$ cat config.mk
export PLATFORM = sky130hd
export DESIGN_NAME = fake_source
export DESIGN_NICKNAME = d
export VERILOG_FILES = /design/src/rtl/fake_source.sv
export SDC_FILE = /design/constraint.sdc
export NUM_CORES = 1
export LEC_CHECK = 0
export ABC_AREA = 1
export BUFFER_PORTS_ARGS = -buffer_cell sky130_fd_sc_hd__buf_2
export CORE_UTILIZATION = 53
export DETAILED_ROUTE_END_ITERATION = 16
export PLACE_DENSITY = 0.79
export SKIP_CTS_REPAIR_TIMING = 1
export SLEW_MARGIN = 20
export SYNTH_ARGS = -nofsm -noshare
export SYNTH_HDL_FRONTEND = slang
export SYNTH_SLANG_ARGS = --single-unit
$ cat constraint.sdc
create_clock -name clk -period 2.2 [get_ports clk]
set_input_delay 0.33 -clock clk [delete_from_list [all_inputs] [get_ports clk]]
set_output_delay 0.33 -clock clk [all_outputs]
set_load 0.03 [all_outputs]
$ cat src/rtl/fake_source.sv
// rtl/fake_source.sv - test-only arithmetic-progression stream generator.
// Optional inter-beat gap counter: FAKE_SOURCE_GAP_EN.
module fake_source #(
    parameter int DATA_WIDTH    = 8,
    parameter int COUNTER_WIDTH = 8,
    parameter int GAP_CYCLES    = 2
) (
    input  logic                     clk,
    input  logic                     reset,
    input  logic                     start,
    input  logic [COUNTER_WIDTH-1:0] count,
    input  logic [DATA_WIDTH-1:0]    first_value,
    input  logic [DATA_WIDTH-1:0]    step,
    input  logic                     stall,
    output logic [DATA_WIDTH-1:0]    data,
    output logic                     valid,
    input  logic                     ready,
    output logic                     busy,
    output logic                     done,
    output logic [COUNTER_WIDTH-1:0] num_sent
);

    typedef enum logic [1:0] {
        S_IDLE = 2'd0,
        S_RUN  = 2'd1,
        S_DONE = 2'd2
    } state_t;

    state_t                   r_state;
    state_t                   w_state_next;
    logic [COUNTER_WIDTH-1:0] r_count_q;
    logic [COUNTER_WIDTH-1:0] r_num_sent;
    logic [DATA_WIDTH-1:0]    r_step_q;
    logic [DATA_WIDTH-1:0]    r_data;
    logic                     r_valid;

    logic                     w_xfer;
    logic                     w_start_ok;
    logic                     w_last;
    logic                     w_gap_ok;
    logic [COUNTER_WIDTH-1:0] w_num_sent_inc;

    assign w_xfer         = r_valid && ready;
    assign w_start_ok     = start && (r_state != S_RUN);
    assign w_num_sent_inc = r_num_sent + {{(COUNTER_WIDTH-1){1'b0}}, 1'b1};
    assign w_last         = (w_num_sent_inc == r_count_q);

`ifdef FAKE_SOURCE_GAP_EN
    localparam int GAP_W = (GAP_CYCLES > 0) ? $clog2(GAP_CYCLES + 1) : 1;

    logic [GAP_W-1:0] r_gap;

    // The beat is offered on the edge where the counter reaches zero, so
    // accepted beats end up exactly GAP_CYCLES+1 cycles apart.
    assign w_gap_ok = (r_gap <= GAP_W'(1));

    always_ff @(posedge clk) begin
        if (reset) begin
            r_gap <= '0;
        end else if (w_start_ok) begin
            r_gap <= '0;
        end else if (r_state == S_RUN && w_xfer && !w_last && GAP_CYCLES > 0) begin
            r_gap <= GAP_W'(GAP_CYCLES);
        end else if (r_gap != '0) begin
            r_gap <= r_gap - GAP_W'(1);
        end
    end
`else
    assign w_gap_ok = 1'b1;
`endif

    always_ff @(posedge clk) begin
        if (reset) begin
            r_state <= S_IDLE;
        end else begin
            r_state <= w_state_next;
        end
    end

    always_comb begin
        w_state_next = r_state;
        case (r_state)
            S_IDLE, S_DONE: begin
                if (start) begin
                    w_state_next = (count == '0) ? S_DONE : S_RUN;
                end
            end
            S_RUN: begin
                if (w_xfer && w_last) begin
                    w_state_next = S_DONE;
                end
            end
            default: w_state_next = S_IDLE;
        endcase
    end

    // Datapath: valid is only ever set from registered state and stall,
    // never from ready, and once high it is held until the transfer.
    always_ff @(posedge clk) begin
        if (reset) begin
            r_valid    <= 1'b0;
            r_data     <= '0;
            r_num_sent <= '0;
            r_count_q  <= '0;
            r_step_q   <= '0;
        end else if (w_start_ok) begin
            r_count_q  <= count;
            r_step_q   <= step;
            r_data     <= first_value;
            r_num_sent <= '0;
            r_valid    <= (count != '0) && !stall;
        end else if (r_state == S_RUN) begin
            if (w_xfer) begin
                r_num_sent <= w_num_sent_inc;
                r_data     <= r_data + r_step_q;
                if (w_last) begin
                    r_valid <= 1'b0;
                end else begin
`ifdef FAKE_SOURCE_GAP_EN
                    r_valid <= (GAP_CYCLES == 0) ? !stall : 1'b0;
`else
                    r_valid <= !stall;
`endif
                end
            end else if (!r_valid && !stall && w_gap_ok) begin
                r_valid <= 1'b1;
            end
        end
    end

    always_comb begin
        busy     = (r_state == S_RUN);
        done     = (r_state == S_DONE);
        valid    = r_valid;
        data     = r_data;
        num_sent = r_num_sent;
    end

endmodule

# After elaboration in Yosys (flattened, before gate mapping)
# Index checks and enable logic that the tools add are counted.
# totals
register_bits	35
elab_cells	45
out_inout_bits	19
# classes
n_reduce_logical	19
eq_ne	6
n_mux	12
addsub	2
# op_table
operator	n
2-to-1 mux 8 bit	3
adder 8 x 1 -> 8 bit (second input constant)	1
adder 8 bit	1
== test 8 bit	1
zero test 8 bit	1
AND reduction 2 bit	4
nonzero test 8 bit	1
2-to-1 mux 2 bit	3
logical AND 1 bit	5
2-to-1 mux 1 bit	5
inequality test 2 x 1 -> 1 bit (second input constant)	2
one-hot mux 2 bit (2 select lines)	1
nonzero test 2 bit	2
OR reduction 2 bit	2
nonzero test 3 bit	1
== test 2 x 1 -> 1 bit (second input constant)	1
== test 2 bit (second input constant)	1
zero test 1 bit	2
zero test 2 bit	1
inequality test 2 bit (second input constant)	1

# Longest topological paths before layout
# Gate-level depths: netlist (run 1).
# logic_depth
depth_word	6
depth_mapped	13
ltp_nobuf	13

# Worst setup path before layout (run 1)
# OpenSTA, ideal clock, no wires.
# synth_timing
path_type	register -> register
start	register r_data[0], in the netlist data[0]
end	register r_data[6], in the netlist data[6]
setup_slack_ns	0.325
arrival_time_ns	1.806
path_buffers	0
setup_time_ns	0.070
period_less_slack_ns	1.875
path_stages_with_launch	14
cell_sequence	dfxtp_1 > ha_1 > inv_1 > fa_1 > inv_1 > nand3_1 > nand2_1 > nand2_1 > nand2_1 > a21oi_1 > xor2_1 > nand2_1 > nand2_1 > a21oi_1
# synth_via
elab_chain_len	4
# synth_rtl
element	line_no	text
start, declared	34	logic [DATA_WIDTH-1:0] r_data;
start signal, assigned	109	r_data <= first_value;
start signal, assigned	115	r_data <= r_data + r_step_q;
adder 8 bit	115	
2-to-1 mux 8 bit	113	if (w_xfer) begin
2-to-1 mux 8 bit	112	end else if (r_state == S_RUN) begin
2-to-1 mux 8 bit	106	end else if (w_start_ok) begin
# Every way passes these cells. The select of a mux whose other input is x is not followed.
# A chain may end at the register's enable or synchronous reset.

# Final worst setup path (run 1)
# Same ends and word-level chain as after synthesis.

==> flow_summary.yaml, run 1 <==
floorplan:
  placementRows: 21
  initial_core_util_pct: 57.7
  dieArea_mm2: 0.00402
  fp.dieH_um: 63.4
  core_mm2: 0.00347
  die_w_um: 63.4
  ios: 48
logic_synthesis:
  syn_nets: 327
  synth_warnings: 0
  post_synth.cell_area_avg_um2: 6.92
  yosys.area_share.simple_pct: 28.9
  synth_cells: 289
  ys_seq_area_share_pct: 35.0
  synthDistinctLibCells: 32
  yosys-mux-area-fraction_pct: 0
  synth_top_family_by_area: "simple AND/OR/NAND/NOR gates"
  synth_compound_area_share_pct: 18.8
  synth_xor_area_share_pct: 2.63
  synth_area_mm2: 0.00200
  synth_adder_area_share_pct: 6.00
  ys_seq_elements: 35
clock_network:
  numCtsBuffers: 5
  cts_sinks: 35
  clock_latency_ns: 0.30
  cts_tree: "built"
  h-tree-depth: 2
  root_buffer: "clkbuf_8"
  clkTransAtPathRegs_ns: 0.08
  clockBufferDepth: 2
flow_run:
  max-cap-violations: 0
routing:
  via_per_inst: 5.30
  drt_wl_total_mm: 4.84
  antenna_left: 0
  drc: 0
  drtIter0Drc: 119
  wire_per_inst_um: 12.6
  via_count: 2037
  dr.pass1.iters: 4
critical_path:
  cp_num_buf_inv: 2
  critPathMaxFanout: 3
  required_ns: 2.44
  worstPathArrival_ns: 2.08
  critPathTopFamily: "adder cells"
  crit_type: "reg -> reg"
  cp-end-kind: "flop"
  cpMostUsedCell: "nand2_1"
  critical-path-max-stage-delay_ns: 0.36
  setup.worst_path.start_class: "flop"
  cp_slowest_cell: "dfxtp_1"
  worstPathCellList: "ha_1 > inv_1 > fa_1 > inv_1 > nand3_1 > nand2_1 > nand2_1 > nand2_1 > a21oi_1 > xor2_1 > nand2_1 > nand2_1 > a21oi_1"
layout:
  final_common_cell: "nand2_1"
  syn_to_final_growth_pct: 20.1
  nNetsFinal: 375
  post_route_cells_drive_above_1_share_pct: 21.0
  n_antenna_cell: 0
  stdcell_count: 384
  nFillCells: 314
  postLayoutCoreUtil_pct: 69.3
  final_cell_mix: "nand2_1 (57), buf_2 (47), dfxtp_1 (35)"
pwr:
  irDropWorstVdd_mv: 0.725
  leakage_nw: 1.19
  cellPowerDensity_mw_per_mm2: 777
global_routing:
  gr-usage-met2_pct: 42.7
  grtUsageTotal_pct: 27.6
  globalRouteMet1Util_pct: 36.1
  grt_first_pass_wirelength_mm: 8.54
  grt-busiest-layer: "met2"
  grt_pass1_vias: 1936
  grt.overflow.total: 0
  antenna_found_initial: 0
  grt_start_max_net_pins: 30
  use_met3_pct: 7.25
placement:
  hpwl_mm: 3.44
  place_congestion: 0.837
  pre_cts_ws_ns: 0.395
  dp.cells: 376
  port_buffers: 47
sta:
  rsz0062_at_grt: "no"
  clock_skew_ns: 0.00866
  holdWs_ns: 0.280
  relSlewSlack_pct: 57.2
  finalHoldViolCount: 0
  max_freq_mhz: 544
  setup_tns_ns: 0
  post-route-min-period_ns: 1.84
  finalSetupViolCount: 0
  post-route-period-util_pct: 83.6
  setup_ws_ns: 0.361
  worst_pin_slew_ns: 0.636
  maxSlewViolCount: 0
hold_path:
  hp-class: "in -> reg"
run_status:
  status: "finished, final reports clean"
==> power by group <==
| part | internal, W | switching, W |
|---|---|---|
| sequential | 0.000693 | 0.0000471 |
| combinational | 0.000156 | 0.000276 |
| clock | 0.000453 | 0.000243 |
==> layer usage <==
layer  routed length [µm]  up-vias  share of wire, %
li1                     -     1050                 -
met5                    0        -                 0
met2                 2200       61                45
met3                  257        9               5.3
met4                   77        0               1.6
met1                 2310      917                48
==> cell families (layout without fill, tap and decap cells) <==
group / after synthesis / count (layout)
AO/OA/AOI/OAI: 69 / 69
AND/OR/NAND/NOR: 126 / 126
XOR/XNOR: 6 / 6
buffers and inverters: 44 / 93
adder cells (fa/ha/maj): 9 / 9
flip-flops: 35 / 35
==> worst reg2reg max path, delay by kind of cell, from the launching register on <==
family	cells	cell delay (ns)
fa+ha+maj	2	0.54
simple gates	6	0.40
flops	1	0.36
compound gates	2	0.17
buf+inv	2	0.16
xor+xnor	1	0.14
==> path summary, 6_finish.rpt <==
| kind | start | to | slack [ns] | cells after the start |
|---|---|---|---|---|
| worst max-delay path | data[0] | data[6] | 0.36 | 13 |
| worst min register to register | r_count_q[7] | r_count_q[7] | 0.48 | 2 |
| worst min-delay path | first_value[2] | data[2] | 0.28 | 3 |
| worst max register to register | data[0] | data[6] | 0.36 | 13 |
==> metrics by stage <==
stage	cell area [µm²]	total power, W
floorplan	2000	0.00106
global placement	2270	0.00117
detailed placement	2270	0.00118
CTS	2400	0.00187
global route	2400	0.00198
finish	2400	0.00187
==> synth_stat cells <==
library cell | count | area, µm²
a221oi_1 | 1 | 8.76
nor4_1 | 1 | 6.26
nand2_2 | 1 | 6.26
or2_2 | 2 | 12.5
a21oi_1 | 24 | 120
o31ai_1 | 1 | 7.51
nand3b_1 | 1 | 7.51
nand2_1 | 57 | 214
dfxtp_1 | 35 | 701
o31a_1 | 1 | 8.76
xnor2_1 | 2 | 17.5
inv_2 | 3 | 11.3
o211ai_1 | 3 | 22.5
nor2_2 | 1 | 6.26
o21ai_0 | 31 | 155
o21bai_1 | 2 | 15.0
ha_1 | 8 | 100
a21oi_2 | 1 | 8.76
xor2_1 | 4 | 35.0
buf_4 | 1 | 7.51
nor2_4 | 5 | 56.3
buf_2 | 3 | 15.0
a31oi_1 | 4 | 25.0
nand2_4 | 1 | 11.3
fa_1 | 1 | 20.0
inv_1 | 33 | 124
nand3_1 | 24 | 120
nor2_1 | 29 | 109
nand3_2 | 1 | 10.0
o21ai_1 | 1 | 5.00
nand4_1 | 3 | 18.8
clkbuf_1 | 4 | 15.0
==> cell type report <==
class / instances / area [µm²] / share of cell area [%]
Clock buffer: 6 / 72.6 / 3.02
Clock inverter: 2 / 60.1 / 2.50
Inverter: 36 / 135 / 5.62
Multi-Input combinational cell: 210 / 1130 / 46.9
Sequential cell: 35 / 701 / 29.2
Tap cell: 46 / 57.6 / 2.39
Timing Repair Buffer: 49 / 250 / 10.4
==> registers in the layout, indices dropped and copies added (netlist names) <==
signal,count
r_count_q,8
valid,1
r_step_q,8
r_state,2
num_sent,8
data,8
Power figures use the tool's default switching activity.
==> run 2: changes to the inputs <==
--- a/config.mk
+++ b/config.mk
@@ -7,9 +7,9 @@
 export LEC_CHECK = 0
 export ABC_AREA = 1
 export BUFFER_PORTS_ARGS = -buffer_cell sky130_fd_sc_hd__buf_2
-export CORE_UTILIZATION = 53
+export CORE_UTILIZATION = 48
 export DETAILED_ROUTE_END_ITERATION = 16
-export PLACE_DENSITY = 0.79
+export PLACE_DENSITY = 0.76
 export SKIP_CTS_REPAIR_TIMING = 1
 export SLEW_MARGIN = 20
 export SYNTH_ARGS = -nofsm -noshare
==> constraint.sdc (replaced) <==
create_clock -name clk -period 1.6 [get_ports clk]
set_input_delay 0.24 -clock clk [delete_from_list [all_inputs] [get_ports clk]]
set_output_delay 0.24 -clock clk [all_outputs]
set_load 0.03 [all_outputs]
==> flow_summary.yaml, run 2 (synthesis gave the netlist of run 1 again) <==
clock_network:
  h-tree-depth: 2
  cts_sinks: 35
  numCtsBuffers: 5
  clockBufferDepth: 2
  cts_tree: "built"
  clkTransAtPathRegs_ns: 0.07
  root_buffer: "clkbuf_8"
  clock_latency_ns: 0.29
critical_path:
  r2r_cells: 13
  worstPathCellList: "ha_4 > inv_1 > fa_2 > inv_2 > nand3_1 > nand2_1 > nand2_1 > nand2_1 > a21oi_2 > xor2_1 > nand2_1 > nand2_1 > a21oi_1"
  critPathMaxFanout: 3
  setup.worst_path.start_class: "flop"
  critical-path-max-stage-delay_ns: 0.36
  worst-r2r-setup-slack_ns: -0.04
  worstPathArrival_ns: 1.83
  cp-end-kind: "flop"
  cpMostUsedCell: "nand2_1"
  worst_r2r_endpoint: "data[6]"
  r2r-start: "data[0]"
  required_ns: 1.78
  crit_type: "reg -> reg"
  cp_slowest_cell: "dfxtp_4"
routing:
  wire_per_inst_um: 11.4
  dr.pass1.iters: 4
  drtIter0Drc: 131
  antenna_left: 0
  drt_wl_total_mm: 4.55
  via_count: 2014
  via_per_inst: 5.05
  drc: 0
sta:
  finalSetupViolCount: 1
  worst_pin_slew_ns: 0.339
  clock_skew_ns: 0.00329
  rsz0062_at_grt: "yes"
  setup_ws_ns: -0.0427
  post-route-min-period_ns: 1.64
  finalHoldViolCount: 0
  maxSlewViolCount: 0
  relSlewSlack_pct: 77.3
  post-route-period-util_pct: 103
  max_freq_mhz: 609
floorplan:
  fp.dieH_um: 66.6
  dieArea_mm2: 0.00443
  core_mm2: 0.00400
  die_w_um: 66.6
  ios: 48
  initial_core_util_pct: 50.0
  placementRows: 23
placement:
  port_buffers: 47
  place_congestion: 0.821
  hpwl_mm: 3.36
  dp.cells: 391
run_status:
  status: "complete, but fails checks"
  violations: "negative setup slack"
global_routing:
  grtUsageTotal_pct: 22.6
  antenna_found_initial: 0
  grt_first_pass_wirelength_mm: 7.58
  grt_start_max_net_pins: 30
  grt.overflow.total: 0
  grt_pass1_vias: 1825
pwr:
  leakage_nw: 1.22
  cellPowerDensity_mw_per_mm2: 911
  irDropWorstVdd_mv: 0.587
layout:
  nNetsFinal: 386
  n_antenna_cell: 0
  syn_to_final_growth_pct: 25.8
  final_common_cell: "nand2_1"
  final_cell_mix: "nand2_1 (56), buf_2 (47), inv_1 (31), o21ai_0 (31), nor2_1 (27)"
  stdcell_count: 399
  postLayoutCoreUtil_pct: 62.9
  post_route_cells_drive_above_1_share_pct: 29.2
flow_run:
  max-cap-violations: 0
hold_path:
  min_path_cells: 3
  hp-class: "in -> reg"
  worstHoldStart: "first_value[0]"
  worstHoldEndpoint: "data[0]"
[run 2: critical path: cells and delay by family (launching register included)]
| kind | cells | cell delay, ns |
|---|---|---|
| AND/OR/NAND/NOR | 6 | 0.36 |
| buffers and inverters | 2 | 0.10 |
| AO/OA/AOI/OAI | 2 | 0.10 |
| XOR/XNOR | 1 | 0.15 |
| flip-flops | 1 | 0.36 |
| adder cells (fa/ha/maj) | 2 | 0.45 |
[run 2: cell type report]
| class | count | area, µm² |
|---|---|---|
| repair buffers | 60 | 337 |
| flip-flops and latches | 35 | 714 |
| clock buffers | 6 | 72.6 |
| multi-input cells | 210 | 1180 |
| clock inverters | 2 | 12.5 |
| fillers | 388 | 1480 |
| inverters | 36 | 138 |
| well taps | 50 | 62.6 |
[run 2: per-layer routing]
metal	vias to the layer above	part of all wire, %	track usage [%]
met5	-	0	0
met4	0	1.2	6.38
met3	6	3.8	6.34
met2	30	50	40.5
met1	909	45	25.8
li1	1069	-	-
[run 2: worst max path at each step]
stage / depth (start not counted) / slack (ns) / to / start
after floorplan: 10 / -0.09 / data[6] / data[3]
after global placement: 13 / -0.06 / data[6] / r_step_q[0]
after detailed placement: 13 / -0.08 / data[6] / r_step_q[0]
after CTS: 13 / -0.10 / data[6] / r_step_q[0]
after global routing: 13 / -0.22 / data[6] / data[0]
final: 13 / -0.04 / data[6] / data[0]
[run 2: through the flow]
stage / worst slack (ns) / setup TNS (ns) / area, µm² / power (W) / hold WS [ns]
2_1_floorplan: -0.0935 / -0.0935 / 2020 / 0.00146 / 0.302
3_3_place_gp: -0.0639 / -0.0639 / 2380 / 0.00164 / 0.458
3_5_place_dp: -0.0810 / -0.0810 / 2380 / 0.00165 / 0.462
4_1_cts: -0.101 / -0.101 / 2460 / 0.00229 / 0.174
5_1_grt: -0.223 / -0.314 / 2520 / 0.00245 / 0.200
6_report: -0.0427 / -0.0427 / 2520 / 0.00229 / 0.178
[run 2: report_power, final]
group          internal [W]  total [W]  switching, W
Combinational      0.000251   0.000636      0.000385
Clock              0.000304   0.000640      0.000336
Sequential         0.000956    0.00102     0.0000620
Total               0.00151    0.00229      0.000783
